## src/rtl/cnn_act_pool.sv

```systemverilog
// cnn_act_pool: streaming ReLU + requantise + optional 2x2/stride-2 max-pool.
// Raw conv accumulator results arrive in raster order, one channel plane per
// frame. Each output beat carries acti_finish_flag (data valid) and
// pooling_signal (1 = more pixels follow in this output row, 0 = last pixel
// of the output row) for the output address counter downstream.
//
// Handshake: in_valid qualifies in_data for the current cycle; there is no
// ready/backpressure. A beat is accepted only while the FSM is in RUN and
// start is low, and is silently dropped otherwise. acti_finish_flag qualifies
// out_data for exactly one cycle per result; the consumer must always accept.
module cnn_act_pool #(
   parameter int ACC_DW = 20,
   parameter int DW     = 8,
   parameter int MAX_W  = 28,
   parameter int DIM_W  = 5
) (
   input  logic                     clk,
   input  logic                     rst_n,
   input  logic                     start,
   input  logic                     pool_en,
   input  logic [4:0]               shift_amt,
   input  logic [DIM_W-1:0]         in_width,
   input  logic [DIM_W-1:0]         in_height,
   input  logic                     in_valid,
   input  logic signed [ACC_DW-1:0] in_data,
   output logic [DW-1:0]            out_data,
   output logic                     acti_finish_flag,
   output logic                     pooling_signal,
   output logic                     busy,
   output logic                     frame_done
);

   localparam int LB_DEPTH = MAX_W / 2;
   localparam int LB_AW    = (LB_DEPTH > 1) ? $clog2(LB_DEPTH) : 1;
   localparam logic [DIM_W-1:0] DIM_ONE = DIM_W'(1);
   localparam logic [DW-1:0]    DW_MAX  = '1;

   typedef enum logic [1:0] {
      IDLE  = 2'd0,
      RUN   = 2'd1,
      FLUSH = 2'd2
   } state_t;

   // FSM state; kept as a named enum register so checkers can bind to it
   state_t state_q, state_d;
   logic   flush_cnt_q, flush_cnt_d;

   // Latched frame configuration
   logic             pool_q;
   logic [4:0]       shift_q;
   logic [DIM_W-1:0] width_q;
   logic [DIM_W-1:0] height_q;

   // Input position counters
   logic [DIM_W-1:0] col_q;
   logic [DIM_W-1:0] row_q;

   logic             accept;
   logic             last_col;
   logic             last_pix;
   logic [DIM_W-1:0] width_m1;
   logic [DIM_W-1:0] half_m1;

   // Stage 1: activated and requantised pixel plus its input position
   logic signed [ACC_DW-1:0] shifted;
   logic [DW-1:0]            q_d;
   logic                     s1_valid_q;
   logic [DW-1:0]            s1_data_q;
   logic [DIM_W-1:0]         s1_col_q;
   logic                     s1_row_odd_q;

   // Stage 2: pooling datapath
   logic [DW-1:0]    pair_q;
   logic [DW-1:0]    linebuf [LB_DEPTH];
   logic [LB_AW-1:0] lb_idx;
   logic [DW-1:0]    lb_rd;
   logic [DW-1:0]    h_max;
   logic [DW-1:0]    win_max;
   logic             pool_ps;
   logic             byp_ps;
   logic             pair_we;
   logic             lb_we;
   logic             out_valid_d;
   logic [DW-1:0]    out_data_d;
   logic             ps_d;

   assign width_m1 = width_q - DIM_ONE;
   assign half_m1  = (width_q >> 1) - DIM_ONE;
   assign accept   = in_valid && (state_q == RUN) && !start;
   assign last_col = (col_q == width_m1);
   assign last_pix = last_col && (row_q == (height_q - DIM_ONE));

   assign busy       = (state_q != IDLE);
   assign frame_done = (state_q == FLUSH) && flush_cnt_q;

   // FSM state register
   always_ff @(posedge clk or negedge rst_n) begin
      if (!rst_n) begin
         state_q     <= IDLE;
         flush_cnt_q <= 1'b0;
      end else begin
         state_q     <= state_d;
         flush_cnt_q <= flush_cnt_d;
      end
   end

   // FSM next state: start wins from any state; FLUSH lasts two cycles
   always_comb begin
      state_d     = state_q;
      flush_cnt_d = 1'b0;
      if (start) begin
         state_d = RUN;
      end else begin
         case (state_q)
            IDLE: state_d = IDLE;
            RUN: begin
               if (accept && last_pix) begin
                  state_d = FLUSH;
               end
            end
            FLUSH: begin
               if (flush_cnt_q) begin
                  state_d = IDLE;
               end else begin
                  flush_cnt_d = 1'b1;
               end
            end
            default: state_d = IDLE;
         endcase
      end
   end

   // Config latch and raster position counters
   always_ff @(posedge clk or negedge rst_n) begin
      if (!rst_n) begin
         pool_q   <= 1'b0;
         shift_q  <= '0;
         width_q  <= '0;
         height_q <= '0;
         col_q    <= '0;
         row_q    <= '0;
      end else if (start) begin
         pool_q   <= pool_en;
         shift_q  <= shift_amt;
         width_q  <= in_width;
         height_q <= in_height;
         col_q    <= '0;
         row_q    <= '0;
      end else if (accept) begin
         if (last_col) begin
            col_q <= '0;
            row_q <= row_q + DIM_ONE;
         end else begin
            col_q <= col_q + DIM_ONE;
         end
      end
   end

   // ReLU, arithmetic right shift, saturate to the unsigned output range
   always_comb begin
      shifted = in_data >>> shift_q;
      if (in_data[ACC_DW-1]) begin
         q_d = '0;
      end else if (|shifted[ACC_DW-1:DW]) begin
         q_d = DW_MAX;
      end else begin
         q_d = shifted[DW-1:0];
      end
   end

   // Stage 1 register; start drops whatever pixel is in flight
   always_ff @(posedge clk or negedge rst_n) begin
      if (!rst_n) begin
         s1_valid_q   <= 1'b0;
         s1_data_q    <= '0;
         s1_col_q     <= '0;
         s1_row_odd_q <= 1'b0;
      end else if (start) begin
         s1_valid_q <= 1'b0;
      end else begin
         s1_valid_q <= accept;
         if (accept) begin
            s1_data_q    <= q_d;
            s1_col_q     <= col_q;
            s1_row_odd_q <= row_q[0];
         end
      end
   end

   assign lb_idx  = s1_col_q[LB_AW:1];
   assign lb_rd   = linebuf[lb_idx];
   assign h_max   = (s1_data_q > pair_q) ? s1_data_q : pair_q;
   assign win_max = (lb_rd > h_max) ? lb_rd : h_max;
   assign pool_ps = ({1'b0, s1_col_q[DIM_W-1:1]} != half_m1);
   assign byp_ps  = (s1_col_q != width_m1);

   // Stage 2 decode: bypass, hold left pixel, store top-row pair max, or emit window max
   always_comb begin
      out_valid_d = 1'b0;
      out_data_d  = s1_data_q;
      ps_d        = 1'b0;
      pair_we     = 1'b0;
      lb_we       = 1'b0;
      if (s1_valid_q) begin
         if (!pool_q) begin
            out_valid_d = 1'b1;
            out_data_d  = s1_data_q;
            ps_d        = byp_ps;
         end else if (!s1_col_q[0]) begin
            pair_we = 1'b1;
         end else if (!s1_row_odd_q) begin
            lb_we = 1'b1;
         end else begin
            out_valid_d = 1'b1;
            out_data_d  = win_max;
            ps_d        = pool_ps;
         end
      end
   end

   // Left pixel of the current horizontal pair
   always_ff @(posedge clk or negedge rst_n) begin
      if (!rst_n) begin
         pair_q <= '0;
      end else if (pair_we) begin
         pair_q <= s1_data_q;
      end
   end

   // Line buffer of top-row pair maxima; contents need no reset
   always_ff @(posedge clk) begin
      if (lb_we) begin
         linebuf[lb_idx] <= h_max;
      end
   end

   // Output register; start suppresses the beat of an aborted frame
   always_ff @(posedge clk or negedge rst_n) begin
      if (!rst_n) begin
         out_data         <= '0;
         acti_finish_flag <= 1'b0;
         pooling_signal   <= 1'b0;
      end else if (start) begin
         acti_finish_flag <= 1'b0;
         pooling_signal   <= 1'b0;
      end else begin
         acti_finish_flag <= out_valid_d;
         pooling_signal   <= ps_d;
         if (out_valid_d) begin
            out_data <= out_data_d;
         end
      end
   end

endmodule

```

## config.mk

```make
export PLATFORM = sky130hd
export DESIGN_NAME = cnn_act_pool
export DESIGN_NICKNAME = d
export VERILOG_FILES = /design/src/rtl/cnn_act_pool.sv
export SDC_FILE = /design/constraint.sdc
export NUM_CORES = 1
export LEC_CHECK = 0
export ABC_AREA = 1
export ABC_CLOCK_PERIOD_IN_PS = 3300
export BUFFER_PORTS_ARGS = -buffer_cell sky130_fd_sc_hd__buf_2
export CAP_MARGIN = 40
export CORE_UTILIZATION = 55
export CTS_BUF_LIST = sky130_fd_sc_hd__clkbuf_16
export CTS_CLUSTER_SIZE = 28
export DETAILED_ROUTE_END_ITERATION = 10
export GPL_TIMING_DRIVEN = 0
export PLACE_DENSITY_LB_ADDON = 0.12
export SETUP_SLACK_MARGIN = 0.1
export SLEW_MARGIN = 40
export SYNTH_ARGS = -nofsm -noshare
export SYNTH_HDL_FRONTEND = slang
export SYNTH_SLANG_ARGS = --single-unit
```

## constraint.sdc

```tcl
create_clock -name clk -period 3.3 [get_ports clk]
set_input_delay 0.66 -clock clk [delete_from_list [all_inputs] [get_ports clk]]
set_output_delay 0.66 -clock clk [all_outputs]
set_load 0.02 [all_outputs]
```

# Word level (Yosys, flattened, before mapping)
# Memory sizes are Yosys's and may differ from the RTL's.
# Index checks and enable logic that the tools add are counted.
[classes]
n_div = 0
add_sub_neg = 5
eq_ne = 8
n_reduce_logical = 14
n_mux = 41
order_cmp = 2
multipliers = 0
bitwise_logic = 1
shifts = 1
[ops]
columns = ["op", "count"]
rows = [
  ["2-to-1 mux 8 bit", 8],
  ["2-to-1 mux 5 bit", 6],
  ["2-to-1 mux 1 bit", 23],
  [">>> shifter 20 x 5 -> 20 bit", 1],
  ["> comparator 8 bit", 2],
  ["OR reduction 12 bit", 1],
  ["adder 5 x 1 -> 5 bit, second input constant", 2],
  ["== test 5 bit", 2],
  ["subtractor 5 x 1 -> 5 bit, second input constant", 2],
  ["AND reduction 2 bit", 4],
  ["2-to-1 mux 2 bit", 3],
  ["nonzero test 2 bit", 3],
  ["logical AND 1 bit", 5],
  ["!= test 4 x 5 -> 1 bit", 1],
  ["!= test 5 bit", 1],
  ["subtractor 4 x 1 -> 5 bit, second input constant", 1],
  ["one-hot mux 2 bit (2 select lines)", 1],
  ["!= test 3 x 2 -> 1 bit, second input constant", 1],
  ["!= test 3 bit, second input constant", 1],
  ["== test 2 x 1 -> 1 bit, second input constant", 1],
  ["== test 2 bit, second input constant", 1],
  ["zero test 1 bit", 1],
  ["NOT 1 bit", 1],
]
[totals]
latch_bits = 0
romBits = 0
reg_bits = 62
mem_bits_rw = 112
in_bits = 40
out_inout_bits = 12
mem_count = 1
[memory_table]
columns = ["memory", "depth", "width", "read_ports", "rd_ports_with_merged_regs", "write_ports", "line_no", "source"]
rows = [
  ["linebuf", 14, 8, 1, 0, 1, "74", "logic [DW-1:0] linebuf [LB_DEPTH];"],
]

# Logic depth before layout (Yosys ltp)
[depth]
ltp_word = 8
depth_mapped = 22
ltp_nobuf = 22

# Worst setup path before layout
# Ideal clock, no wire load.
[synth_timing]
path_type = "reg-to-reg"
start = "register s1_data_q[7]"
end = "register out_data[2]"
path_stages_with_launch = 20
slack_ns = 0.202
n_path_buf = 0
required_time_ns = 3.227
synth_period_minus_slack_ns = 3.098
t_arrival_ns = 3.024
path_cell_list = "dfrtp_1 ha_1 nand2_1 nor2_1 nand4_1 nand2_1 nand2_1 nand2_1 inv_1 ha_1 inv_1 o21bai_1 nand2_1 nand2_1 nand2_1 a21oi_2 inv_1 nand3_1 nand2_1 a21oi_2"
[synth_between]
elab_chain_cells = 8
[synth_lines]
columns = ["element", "line_no", "source"]
rows = [
  ["from (decl)", "68", "logic [DW-1:0] s1_data_q;"],
  ["from (signal assigned)", "183", "s1_data_q <= q_d;"],
  ["> comparator 8 bit", "192", "assign h_max = (s1_data_q > pair_q) ? s1_data_q : pair_q;"],
  ["2-to-1 mux 8 bit", "192", ""],
  ["via h_max[1]", "77", "logic [DW-1:0] h_max;"],
  ["> comparator 8 bit", "193", "assign win_max = (lb_rd > h_max) ? lb_rd : h_max;"],
  ["2-to-1 mux 8 bit", "193", ""],
  ["2-to-1 mux 8 bit", "211", "end else if (!s1_row_odd_q) begin"],
  ["2-to-1 mux 8 bit", "209", "end else if (!s1_col_q[0]) begin"],
  ["2-to-1 mux 8 bit", "205", "if (!pool_q) begin"],
  ["2-to-1 mux 8 bit", "204", "if (s1_valid_q) begin"],
  ["to (signal assigned)", "250", "out_data <= out_data_d;"],
  ["to (decl)", "26", "output logic [DW-1:0] out_data,"],
]
# The timed path passes the listed nets, and every way through them passes these cells.
# A chain may end at the register's enable or synchronous reset.

# Worst setup path in the final report
[layout_timing]
start = "register s1_data_q[1]"
end = "register out_data[1]"
# Same word-level chain as after synthesis.

==> impl_metrics.sql <==
INSERT INTO impl_metrics (metric_group, metric, value, unit) VALUES
('outcome', 'result_of_the_run', 'finished clean', ''),
('route', 'wl_per_cell', '15.3', 'um'),
('floorplanning', 'initial_utilization', '0.566', ''),
('route', 'routed-via-count', '7302', ''),
('cells_and_area', 'layout-drive-gt1-share', '0.151', ''),
('route', 'detail_route.first_pass.iterations', '5', ''),
('sta', 'final.min_clock_period', '3110', 'ps'),
('logic_synthesis', 'synthDominantAreaCellType', 'edfxtp_1', ''),
('place', 'port-buffer-count', '50', ''),
('place', 'post-dp-hpwl', '14500', 'um'),
('logic_synthesis', 'synth_flop_cell', 'edfxtp_1', ''),
('cells_and_area', 'regArea', '4920', 'um^2'),
('place', 'finalWeightedCongestion', '0.886', ''),
('floorplanning', 'coreArea', '15900', 'um^2'),
('clock_tree', 'cts_tree', 'done', ''),
('floorplanning', 'floorplan_die_height', '130', 'um'),
('pwr', 'power.static_leakage', '0.00474', 'uW'),
('sta', 'clock_skew', '11.2', 'ps'),
('pwr', 'power.density_cell_area', '710', 'nW/um^2'),
('floorplanning', 'ios', '52', ''),
('floorplanning', 'floorplan.die_area', '16900', 'um^2'),
('cells_and_area', 'final.fill_count', '1324', ''),
('logic_synthesis', 'yosysUniqueCellTypes', '38', ''),
('global_routing', 'via_count_of_the_first_global_routing_pass', '6685', ''),
('logic_synthesis', 'post_synthesis_cell_area', '9020', 'um^2'),
('sta', 'timing.final.hold_violations', '0', ''),
('logic_synthesis', 'synth.area.top_cells', 'edfxtp_1 (37%), dfrtp_1 (17%), nand2_1 (17%), nand3_1 (6.5%), nor2_1 (3.3%)', ''),
('cells_and_area', 'mostFrequentLayoutCell', 'nand2_1', ''),
('logic_synthesis', 'synth-warning-count', '0', ''),
('pwr', 'worst_ir_drop_vdd', '0.000443', 'V'),
('logic_synthesis', 'seq_area_frac_synth', '0.545', ''),
('logic_synthesis', 'ys_seq_elements', '174', ''),
('global_routing', 'globalRouteTotalUtil', '0.259', ''),
('clock_tree', 'cts_num_sinks', '174', ''),
('clock_tree', 'skew_pair_late_insertion_delay', '420', 'ps'),
('critical_path', 'cp_data_required_time', '3600', 'ps'),
('route', 'viasPerCell', '5.29', ''),
('cells_and_area', 'insertedDiodeCount', '0', ''),
('critical_path', 'cp.arrival', '3410', 'ps'),
('global_routing', 'grt_ovf', '0', ''),
('route', 'drcViolationCount', '0', ''),
('global_routing', 'grt_start_max_net_pins', '63', ''),
('logic_synthesis', 'synth-edff-count', '112', ''),
('logic_synthesis', 'syn_area_per_cell', '8.54', 'um^2'),
('critical_path', 'startpoint_type', 'flip-flop', ''),
('route', 'wl', '21100', 'um'),
('sta', 'unrepaired_setup_endpoints_after_global_routing', 'false', ''),
('logic_synthesis', 'syn_inst_count', '1057', ''),
('cells_and_area', 'area_growth_syn_to_layout', '16.2', '%'),
('global_routing', 'antenna_found_initial', '0', ''),
('floorplanning', 'fp-row-count', '46', ''),
('sta', 'tns', '0', 'ps'),
('floorplanning', 'die_width', '130', 'um'),
('cells_and_area', 'layout.cells.most_common_list', 'nand2_1 (394), nand3_1 (117), edfxtp_1 (112)', ''),
('global_routing', 'grt_pass1_wl', '32800', 'um'),
('logic_synthesis', 'synthArstFlopShare', '0.356', ''),
('clock_tree', 'numCtsBuffers', '17', ''),
('cells_and_area', 'multi_input_gate_area', '3740', 'um^2'),
('logic_synthesis', 'syn-num-nets', '1119', ''),
('critical_path', 'crit_fanout', '5', ''),
('clock_tree', 'htreeDepth', '4', ''),
('sta', 'timing_worst_slew_pin_value', '761', 'ps'),
('clock_tree', 'clk_pin_slew', '70', 'ps'),
('sta', 'fmax_achieved', '322', 'MHz'),
('run', 'maximum_capacitance_violations', '0', ''),
('critical_path', 'endpoint_kind_of_the_worst_setup_timing_path', 'flip-flop', ''),
('sta', 'final_setup_violating_endpoints', '0', ''),
('sta', 'final_max_slew_viol_count', '0', ''),
('sta', 'max_slew_headroom_at_the_worst_pin', '0.490', ''),
('logic_synthesis', 'synthDominantCellAreaShare', '0.373', ''),
('cells_and_area', 'final_net_count', '1214', ''),
('sta', 'finalCritPeriodShare', '0.942', ''),
('critical_path', 'worst-setup-path-type', 'flip-flop to flip-flop', ''),
('clock_tree', 'cts-root-to-sink-buffers', '2', ''),
('route', 'initialDrtViolationCount', '526', ''),
('clock_tree', 'clk_root_buffer_cell', 'clkbuf_16', ''),
('cells_and_area', 'utilization', '0.658', ''),
('route', 'drt.antenna.violating_nets', '0', ''),
('min_path', 'worst_hold_path_type', 'input pin to async pin', '');
logic make-up after synthesis:
family | synth area share
xor+xnor | 0.0222
simple gates | 0.287
compound gates | 0.0607
flops | 0.545
fa+ha+maj | 0.0305
buf+inv | 0.0546
stage by stage:
| step | instances | hold slack (ps) | worst slack [ps] | total power, uW | cell area, um^2 |
|---|---|---|---|---|---|
| 6_report | 1381 | 198 | 192 | 7440 | 10500 |
| 5_1_grt | 1381 | 244 | 46.6 | 7780 | 10500 |
| 4_1_cts | 1363 | 342 | 113 | 7120 | 10300 |
| 3_5_place_dp | 1323 | 484 | -676 | 4920 | 9560 |
| 3_3_place_gp | 1323 | 481 | -613 | 4880 | 9550 |
| 2_1_floorplan | 1057 | 364 | 202 | 4270 | 9020 |
synthesized netlist by cell type, types with 2 or more instances:
master,instances
or2_2,3
a22oi_1,2
inv_2,5
xnor2_1,8
o21ai_1,6
dfrtp_1,62
nand2_1,405
a21oi_1,41
nand2_2,2
a21oi_2,5
nand3_1,117
nand4_1,4
nor3_1,8
nor2_1,80
buf_6,4
clkbuf_1,9
buf_2,16
ha_1,22
xor2_1,13
nor2_4,2
edfxtp_1,112
inv_1,70
o211ai_1,6
o21ai_0,36
buf_4,6
layer usage:
layer / track usage / part of all wire
met5: 0 / 0
met4: 0.0889 / 0.027
met3: 0.0357 / 0.042
met2: 0.459 / 0.50
met1: 0.326 / 0.43
cell type report:
| type | instances | area share |
|---|---|---|
| sequential | 174 | 0.469 |
| multi-input combinational | 771 | 0.357 |
| timing repair buffer | 76 | 0.0442 |
| clock buffer | 17 | 0.0406 |
| inverter | 76 | 0.0275 |
| tap | 216 | 0.0258 |
| buffer | 36 | 0.0198 |
| clock inverter | 15 | 0.0164 |
registers in the layout, summed over array words and instances (netlist names), 2 cells and up:
name / count
state_q: 2
pair_q: 8
shift_q: 5
s1_data_q: 8
s1_col_q: 5
row_q: 5
height_q: 5
width_q: 5
col_q: 5
out_data: 8
linebuf: 112
critical path: stages (launching register included):
cell	delay [ps]
dfrtp_1	450
ha_1	350
a21oi_1	70
o21ai_0	140
nand2_1	80
nand2_2	140
buf_4	140
buf_4	120
nand3_1	140
nand2_4	110
inv_1	40
ha_1	300
nand2_1	60
o21a_1	210
a21oi_4	270
buf_6	140
a21oi_1	50
nand2_1	110
a21oi_1	70
final timing paths:
| path | startpoint | to | slack (ps) | cells after the start |
|---|---|---|---|---|
| worst min-delay path | rst_n | out_data[3] | 200 | 1 |
| worst min register to register | height_q[4] | height_q[4] | 500 | 2 |
| worst max register to register | s1_data_q[1] | out_data[1] | 190 | 18 |
| min in group clk | in_height[4] | height_q[4] | 440 | 3 |
| worst max-delay path | s1_data_q[1] | out_data[1] | 190 | 18 |
| max in group asynchronous | rst_n | s1_col_q[1] | 2630 | 1 |
power by group:
part	internal (uW)	switching, uW	total [uW]	leakage, uW
Sequential	2770	133	2900	0.00179
Clock	1190	833	2020	0.000293
Combinational	924	1590	2520	0.00266
timing repair:
item,in CTS,in global routing
setup buffers,8,18
hold buffers,0,0
setup endpoints to repair,8,8
pin swaps,4,13
gates resized for setup,18,16
Note: power is estimated with default switching activity, not from simulation.
